[src/rtl/tinyalu_cmd_driver.sv]
// Command driver for the TinyALU: queues {op,A,B} commands, issues them one at a
// time on the start/done handshake and returns results through a response register.
module tinyalu_cmd_driver #(
    parameter int DEPTH   = 4,
    parameter int TIMEOUT = 64
) (
    input  logic        clk,
    input  logic        reset_n,
    input  logic        cmd_valid,
    output logic        cmd_ready,
    input  logic [2:0]  cmd_op,
    input  logic [7:0]  cmd_a,
    input  logic [7:0]  cmd_b,
    output logic        start,
    output logic [2:0]  op,
    output logic [7:0]  A,
    output logic [7:0]  B,
    input  logic        done,
    input  logic [15:0] result,
    output logic        rsp_valid,
    input  logic        rsp_ready,
    output logic [2:0]  rsp_op,
    output logic [15:0] rsp_result,
    output logic        timeout_err,
    output logic        illegal_err,
    output logic [1:0]  dbg_state
);

    localparam int PW = $clog2(DEPTH);
    localparam int CW = $clog2(TIMEOUT) + 1;
    localparam logic [PW:0]   FULL_CNT = (PW + 1)'(DEPTH);
    localparam logic [CW-1:0] TO_LAST  = CW'(TIMEOUT - 1);

    typedef enum logic [1:0] {
        IDLE  = 2'd0,
        ISSUE = 2'd1,
        GAP   = 2'd2
    } state_t;

    state_t state_q, state_d;

    logic [18:0]   mem [DEPTH];
    logic [PW-1:0] wr_ptr, rd_ptr;
    logic [PW:0]   count;
    logic          ready_en;
    logic          push, pop, empty, full;
    logic [2:0]    head_op;
    logic [7:0]    head_a, head_b;
    logic [CW-1:0] tmo_cnt;
    logic          issue, capture, abandon, drop_illegal;

    // Both cmd and rsp channels transfer on a rising edge where valid && ready;
    // a producer holds valid and its payload stable until that edge.
    assign empty     = (count == '0);
    assign full      = (count == FULL_CNT);
    assign cmd_ready = ready_en && !full;
    assign push      = cmd_valid && cmd_ready;
    assign {head_op, head_a, head_b} = mem[rd_ptr];
    assign start     = (state_q == ISSUE);
    assign dbg_state = state_q;

    always_ff @(posedge clk) begin
        if (push) begin
            mem[wr_ptr] <= {cmd_op, cmd_a, cmd_b};
        end
    end

    always_ff @(posedge clk or negedge reset_n) begin
        if (!reset_n) begin
            state_q <= IDLE;
        end else begin
            state_q <= state_d;
        end
    end

    // No-ops and illegal opcodes are retired from IDLE without touching the ALU;
    // a legal command waits until the response slot is empty or being emptied.
    always_comb begin
        state_d      = state_q;
        pop          = 1'b0;
        issue        = 1'b0;
        capture      = 1'b0;
        abandon      = 1'b0;
        drop_illegal = 1'b0;
        case (state_q)
            IDLE: begin
                if (!empty) begin
                    if (head_op == 3'b000) begin
                        pop = 1'b1;
                    end else if (head_op >= 3'b101) begin
                        pop          = 1'b1;
                        drop_illegal = 1'b1;
                    end else if (!rsp_valid || rsp_ready) begin
                        pop     = 1'b1;
                        issue   = 1'b1;
                        state_d = ISSUE;
                    end
                end
            end
            ISSUE: begin
                if (done) begin
                    capture = 1'b1;
                    state_d = GAP;
                end else if (tmo_cnt == TO_LAST) begin
                    abandon = 1'b1;
                    state_d = GAP;
                end
            end
            GAP: begin
                state_d = IDLE;
            end
            default: begin
                state_d = IDLE;
            end
        endcase
    end

    always_ff @(posedge clk or negedge reset_n) begin
        if (!reset_n) begin
            ready_en    <= 1'b0;
            wr_ptr      <= '0;
            rd_ptr      <= '0;
            count       <= '0;
            op          <= '0;
            A           <= '0;
            B           <= '0;
            tmo_cnt     <= '0;
            rsp_valid   <= 1'b0;
            rsp_op      <= '0;
            rsp_result  <= '0;
            timeout_err <= 1'b0;
            illegal_err <= 1'b0;
        end else begin
            ready_en <= 1'b1;
            if (push) begin
                wr_ptr <= wr_ptr + 1'b1;
            end
            if (pop) begin
                rd_ptr <= rd_ptr + 1'b1;
            end
            case ({push, pop})
                2'b10:   count <= count + 1'b1;
                2'b01:   count <= count - 1'b1;
                default: count <= count;
            endcase

            // Operands only load on issue, so they stay put through ISSUE and
            // keep their last values while start is low.
            if (issue) begin
                op      <= head_op;
                A       <= head_a;
                B       <= head_b;
                tmo_cnt <= '0;
            end else if (state_q == ISSUE) begin
                tmo_cnt <= tmo_cnt + 1'b1;
            end

            if (capture) begin
                rsp_valid  <= 1'b1;
                rsp_op     <= op;
                rsp_result <= result;
            end else if (rsp_ready) begin
                rsp_valid <= 1'b0;
            end

            timeout_err <= abandon;
            illegal_err <= drop_illegal;
        end
    end

endmodule

[config.mk]
export PLATFORM = sky130hd
export DESIGN_NAME = tinyalu_cmd_driver
export DESIGN_NICKNAME = d
export VERILOG_FILES = /design/src/rtl/tinyalu_cmd_driver.sv
export SDC_FILE = /design/constraint.sdc
export NUM_CORES = 1
export LEC_CHECK = 0
export BUFFER_PORTS_ARGS = -buffer_cell sky130_fd_sc_hd__buf_2
export CELL_PAD_IN_SITES_DETAIL_PLACEMENT = 1
export CELL_PAD_IN_SITES_GLOBAL_PLACEMENT = 2
export CORE_MARGIN = 4
export CORE_UTILIZATION = 40
export DETAILED_ROUTE_END_ITERATION = 8
export PLACE_DENSITY_LB_ADDON = 0.3
export SLEW_MARGIN = 20
export SYNTH_ARGS = -nofsm -noshare
export SYNTH_HDL_FRONTEND = slang
export SYNTH_SLANG_ARGS = --single-unit
[constraint.sdc]
create_clock -name clk -period 4.2 [get_ports clk]
set_input_delay 0.84 -clock clk [delete_from_list [all_inputs] [get_ports clk]]
set_output_delay 0.84 -clock clk [all_outputs]
set_load 0.03 [all_outputs]
Word-level counts from Yosys, hierarchy flattened. Memories as Yosys holds them, arrays and structs flattened. Index checks and enable logic that the tools add are counted.

Output and inout bits: 45. Bits in registers: 58. Word-level logic and storage cells: 75. Memories: 1. Input bits: 40. RAM bits: 76.

Multiplexer cells: 32. Reduce and logical (&&, ||, !) cells: 12. Magnitude comparators: 1. Equal/unequal tests: 10. Add/subtract/negate cells: 5.

Memories: mem (depth 4, width 19, rd ports 1, clocked after Yosys merged registers in 0, wr ports 1, RTL line 42) `logic [18:0] mem [DEPTH];`.

Operators with widths (count): $mux W1 (22); $mux W7 (2); $mux W2 (6); $ne A2 B2 Y1 const B (4); $add A7 B1 Y7 const B (1); $eq A7 B6 Y1 const B (1); $logic_not A3 Y1 (2); $pmux W3 S2 (1); $reduce_bool A2 Y1 (3); $reduce_and A5 Y1 (1); $add A2 B1 Y2 const B (2); $eq A2 B1 Y1 const B (2); $pmux W2 S2 (1); $add A3 B1 Y3 const B (1); $eq A3 B3 Y1 const B (1); $ge A3 B3 Y1 const B (1); $ne A3 B1 Y1 const B (1); $sub A3 B1 Y3 const B (1); $eq A2 B2 Y1 const B (1); $logic_and A1 B1 Y1 (2); $logic_not A1 Y1 (2); $logic_not A2 Y1 (1); $logic_or A1 B1 Y1 (1).

Logic depth before layout (Yosys ltp).
Depth after elaboration: 9. Gate-level depth with buffers: 10. Gate-level depth less buffers: 10.

Worst setup path before layout. OpenSTA, ideal clock, no wires.

Kind: register to register. From: register rd_ptr[0]. To: register count[2]. Required time: 4121 ps. Arrival time: 2667 ps. Path slack: 1454 ps. Setup time: 79 ps. Stages on the path, launching flop included: 11. Path through: dfrtp_1 > buf_6 > mux4_2 > or3_1 > a31oi_1 > ha_1 > inv_1 > fa_1 > xor2_1 > nor2_1 > xor2_1.

Word-level cells in the longest chain between the ends: 8. Elaborated cells between the ends (all ways): 11. Classes of those cells: order compare (1); eq/ne (2); mux (5); reduce/logical (2); memory (1).

RTL lines: start: declaration (RTL line 43) `logic [PW-1:0] wr_ptr, rd_ptr;`; start signal: assignment (RTL line 139) `rd_ptr <= rd_ptr + 1'b1;`; $mem_v2 Z4 W19 (*); $ge A3 B3 Y1 (RTL line 90) `end else if (head_op >= 3'b101) begin`; $mux W1 (RTL line 90); $mux W1 (*) (RTL line 88) `if (head_op == 3'b000) begin`; $mux W1 (*) (RTL line 87) `if (!empty) begin`; $mux W1 (*) (RTL line 85) `case (state_q)`; net pop (RTL line 46) `logic push, pop, empty, full;`; $eq A2 B1 Y1 or $eq A2 B2 Y1 (tied branches) (RTL line 141) `case ({push, pop})`; $pmux W3 S2 or $reduce_bool A2 Y1 (tied branches); end signal: assignment (RTL line 142) `2'b10: count <= count + 1'b1;`; end signal: assignment (RTL line 143) `2'b01: count <= count - 1'b1;`; end signal: assignment (RTL line 144) `default: count <= count;`; end: declaration (RTL line 44) `logic [PW:0] count;`.

The timed path passes the listed nets; every way through them passes the cells marked *. A chain may end at the register's enable or synchronous reset.

Worst setup path after layout. Same ends and word-level chain as after synthesis.

==> results.md <==
- Max-Cap Viols: 0
- Total power: 5.23 mW
- Final setup vio count: 0
- Status: finished, final reports clean
- Dpl cells: 535
- Drt pass-1 iters: 4
- CTS Buffer Depth: 2
- Reg area: 3730 um2
- R2r setup slk: 1.09 ns
- Largest net degree at the start of global routing: 33
- Register area share after synthesis: 0.712
- Remaining DRCs: 0
- Via count: 2766
- FMAX: 322 MHz
- Routed wire length: 10000 um
- GRT Total Usage: 0.146
- Synth-to-Final Area Change: 22.4%
- Synth warn: 0
- Gp weighted congestion: 0.704
- Reg2Reg Depth: 10
- Yosys top cell by area: edfxtp_1
- DIE AREA: 15000 um2
- Final std cells w/o fill: 567
- Vias/cell: 4.88
- RR Endpoint: count[2]
- Crit path from: rd_ptr[0]
- Minimum clock period: 3.11 ns
- Ports: 85
- CTS tree: built
- WP data required: 4.53 ns
- Final core utilization: 0.504
- Worst Setup Path Type: reg2reg
- Cts bufs inserted: 17
- Ant. Diodes: 0
- Remaining global-route overflow: 0
- Floorplan core area: 12700 um2
- Post-CTS Hold Buffers: 0
- DP Wirelength: 6610 um
- Final worst path period share: 0.741
- Post-Syn Nets: 331
- Port buffer count: 84
- Post-synth cell types: 34
- Critical path fanouts, max: 10
- Critical Path Source Type: register
- Post-CTS Setup Bufs: 0
- First-pass GRT wire length: 16100 um
- Pleak: 2.61 nW
- Crit path capture: count[2]
- CP endpoint kind: register
- Vias in the first global route: 3003
- Slew Limit Fails: 0
- Top-area cell type share of the netlist area: 0.435
- Initial antenna violation count: 0
- Wire length per cell: 17.6 um
- Initial Util: 0.412
- Area of the multi-input gates: 1400 um2
- Setup_tns: 0 ns
- Clk Tree Root Cell: clkbuf_16
- Share of layout cells above drive strength 1: 0.446
- DIE WIDTH: 122 um
- Mapped Cells: 284
- Site Rows: 41
- Syn avg cell area: 18.5 um2
- Max rail drop VDD: 0.000386 V
- RSZ-0062 raised after global routing: no
- Arrival @ worst endpoint: 3.44 ns
- Worst Tran Pin Value: 1.03 ns
- Area contributors post-synth: edfxtp_1 44%, dfrtp_1 28%, mux4_2 7.3%
- Yosys reg bits: 134
- CTS sink cnt: 134
- Later-pin clock latency in the skew report: 0.41 ns
- Routed Antenna Nets: 0
- Cell Area, Synth: 5240 um2
- NumNets Final: 429
- Clock slew at reported path FFs: 0.05 ns
- Pwr/cell area: 816 nW/um2
- Min-delay worst type: in2async
- Final hold vios: 0
- DR iter-0 viols: 85
- DIE HEIGHT: 122 um
- Fill cells: 1250
- H-tree Lvls: 4
- Clk_skew: 0.00669 ns
- Rel. slew slack: 0.313
- Reg-to-reg startpoint: rd_ptr[0]
- CTS resizes: 0
- Hold slack: 0.480 ns
state kept, by name (all words and copies together) (netlist names):
| signal | flops |
|---|---|
| wr_ptr | 2 |
| dbg_state | 2 |
| rsp_result | 16 |
| op | 3 |
| illegal_err | 1 |
| mem | 76 |
| timeout_err | 1 |
| rd_ptr | 2 |
| A | 8 |
| count | 3 |
| B | 8 |
| rsp_op | 3 |
| tmo_cnt | 7 |
| rsp_valid | 1 |
| ready_en | 1 |
area by class of cell:
class | instances | area share
clock buffers | 20 | 0.0696
clock inverters | 12 | 0.0199
inverters | 8 | 0.00468
multi-input cells | 132 | 0.219
flip-flops and latches | 134 | 0.582
well taps | 172 | 0.0336
repair buffers | 89 | 0.0714
cell families (layout without fill, tap and decap cells):
| family | after synthesis | after routing | synth area share |
|---|---|---|---|
| flops | 134 | 134 | 0.712 |
| mux | 58 | 58 | 0.175 |
| simple gates | 45 | 45 | 0.0449 |
| buf+inv | 18 | 129 | 0.0203 |
| compound gates | 12 | 12 | 0.0134 |
| xor+xnor | 9 | 9 | 0.0150 |
| fa+ha+maj | 7 | 7 | 0.0181 |
| other cells | 1 | 1 | 0.000715 |
power by group:
part	leakage, nW	internal [mW]	total, mW	switching [mW]
Sequential	1.39	1.75	1.92	0.168
Combinational	0.945	0.804	1.90	1.09
Clock	0.274	0.888	1.42	0.532
Total	2.61	3.44	5.23	1.79
synthesized netlist by cell type:
cell / n
and4_1: 1
a31oi_1: 4
and2_1: 2
dfrtp_1: 58
mux4_2: 17
xnor2_1: 3
mux4_1: 2
nand3_1: 3
nor2_1: 7
clkinv_1: 1
or3_1: 3
inv_1: 7
nor2b_1: 3
mux2_2: 26
nor3_1: 3
o31ai_1: 1
o211ai_1: 1
fa_1: 1
ha_1: 6
nand4_1: 1
o21ai_0: 6
mux2i_1: 1
clkbuf_1: 6
conb_1: 1
edfxtp_1: 76
nor3b_1: 1
nand2b_1: 3
buf_12: 1
xor2_1: 6
or2_2: 2
mux2_4: 12
nand2_1: 10
and3_1: 6
buf_6: 3
stage by stage:
step           area [um2]  setup slack, ns
2_1_floorplan        5240             1.45
3_3_place_gp         5840             1.14
3_5_place_dp         5840             1.08
4_1_cts              6410             1.05
5_1_grt              6410            0.924
6_report             6410             1.09
layout by cell type, fill, tap and decap left out, drive strengths merged, types with 7 or more instances in the layout:
| master | instances |
|---|---|
| buf | 89 |
| clkbuf | 20 |
| dfrtp | 58 |
| edfxtp | 76 |
| inv | 9 |
| mux2 | 38 |
| mux4 | 19 |
| nand2 | 10 |
| nor2 | 7 |
critical path, stage by stage (launching register included):
cell	delay (ns)
dfrtp_1	0.35
buf_4	0.23
mux4_1	0.66
or3_1	0.44
a31oi_1	0.27
ha_1	0.23
inv_1	0.06
fa_1	0.37
xor2_1	0.15
nor2_1	0.11
xor2_1	0.16
worst min path at each step:
stage                        from            end  slack [ns]
global placement    rsp_result[2]  rsp_result[2]        0.48
CTS                       reset_n     tmo_cnt[4]        0.50
floorplan                count[2]       count[2]        0.46
detailed placement       count[0]       count[0]        0.49
global route              reset_n           A[4]        0.51
finish                    reset_n     tmo_cnt[2]        0.48
routing by layer:
layer	wire length, um	track usage
met2	4820	0.232
met4	99	0.0651
met1	4580	0.188
met3	509	0.0382
met5	0	0
No activity file was read; power rests on OpenSTA's default activity.
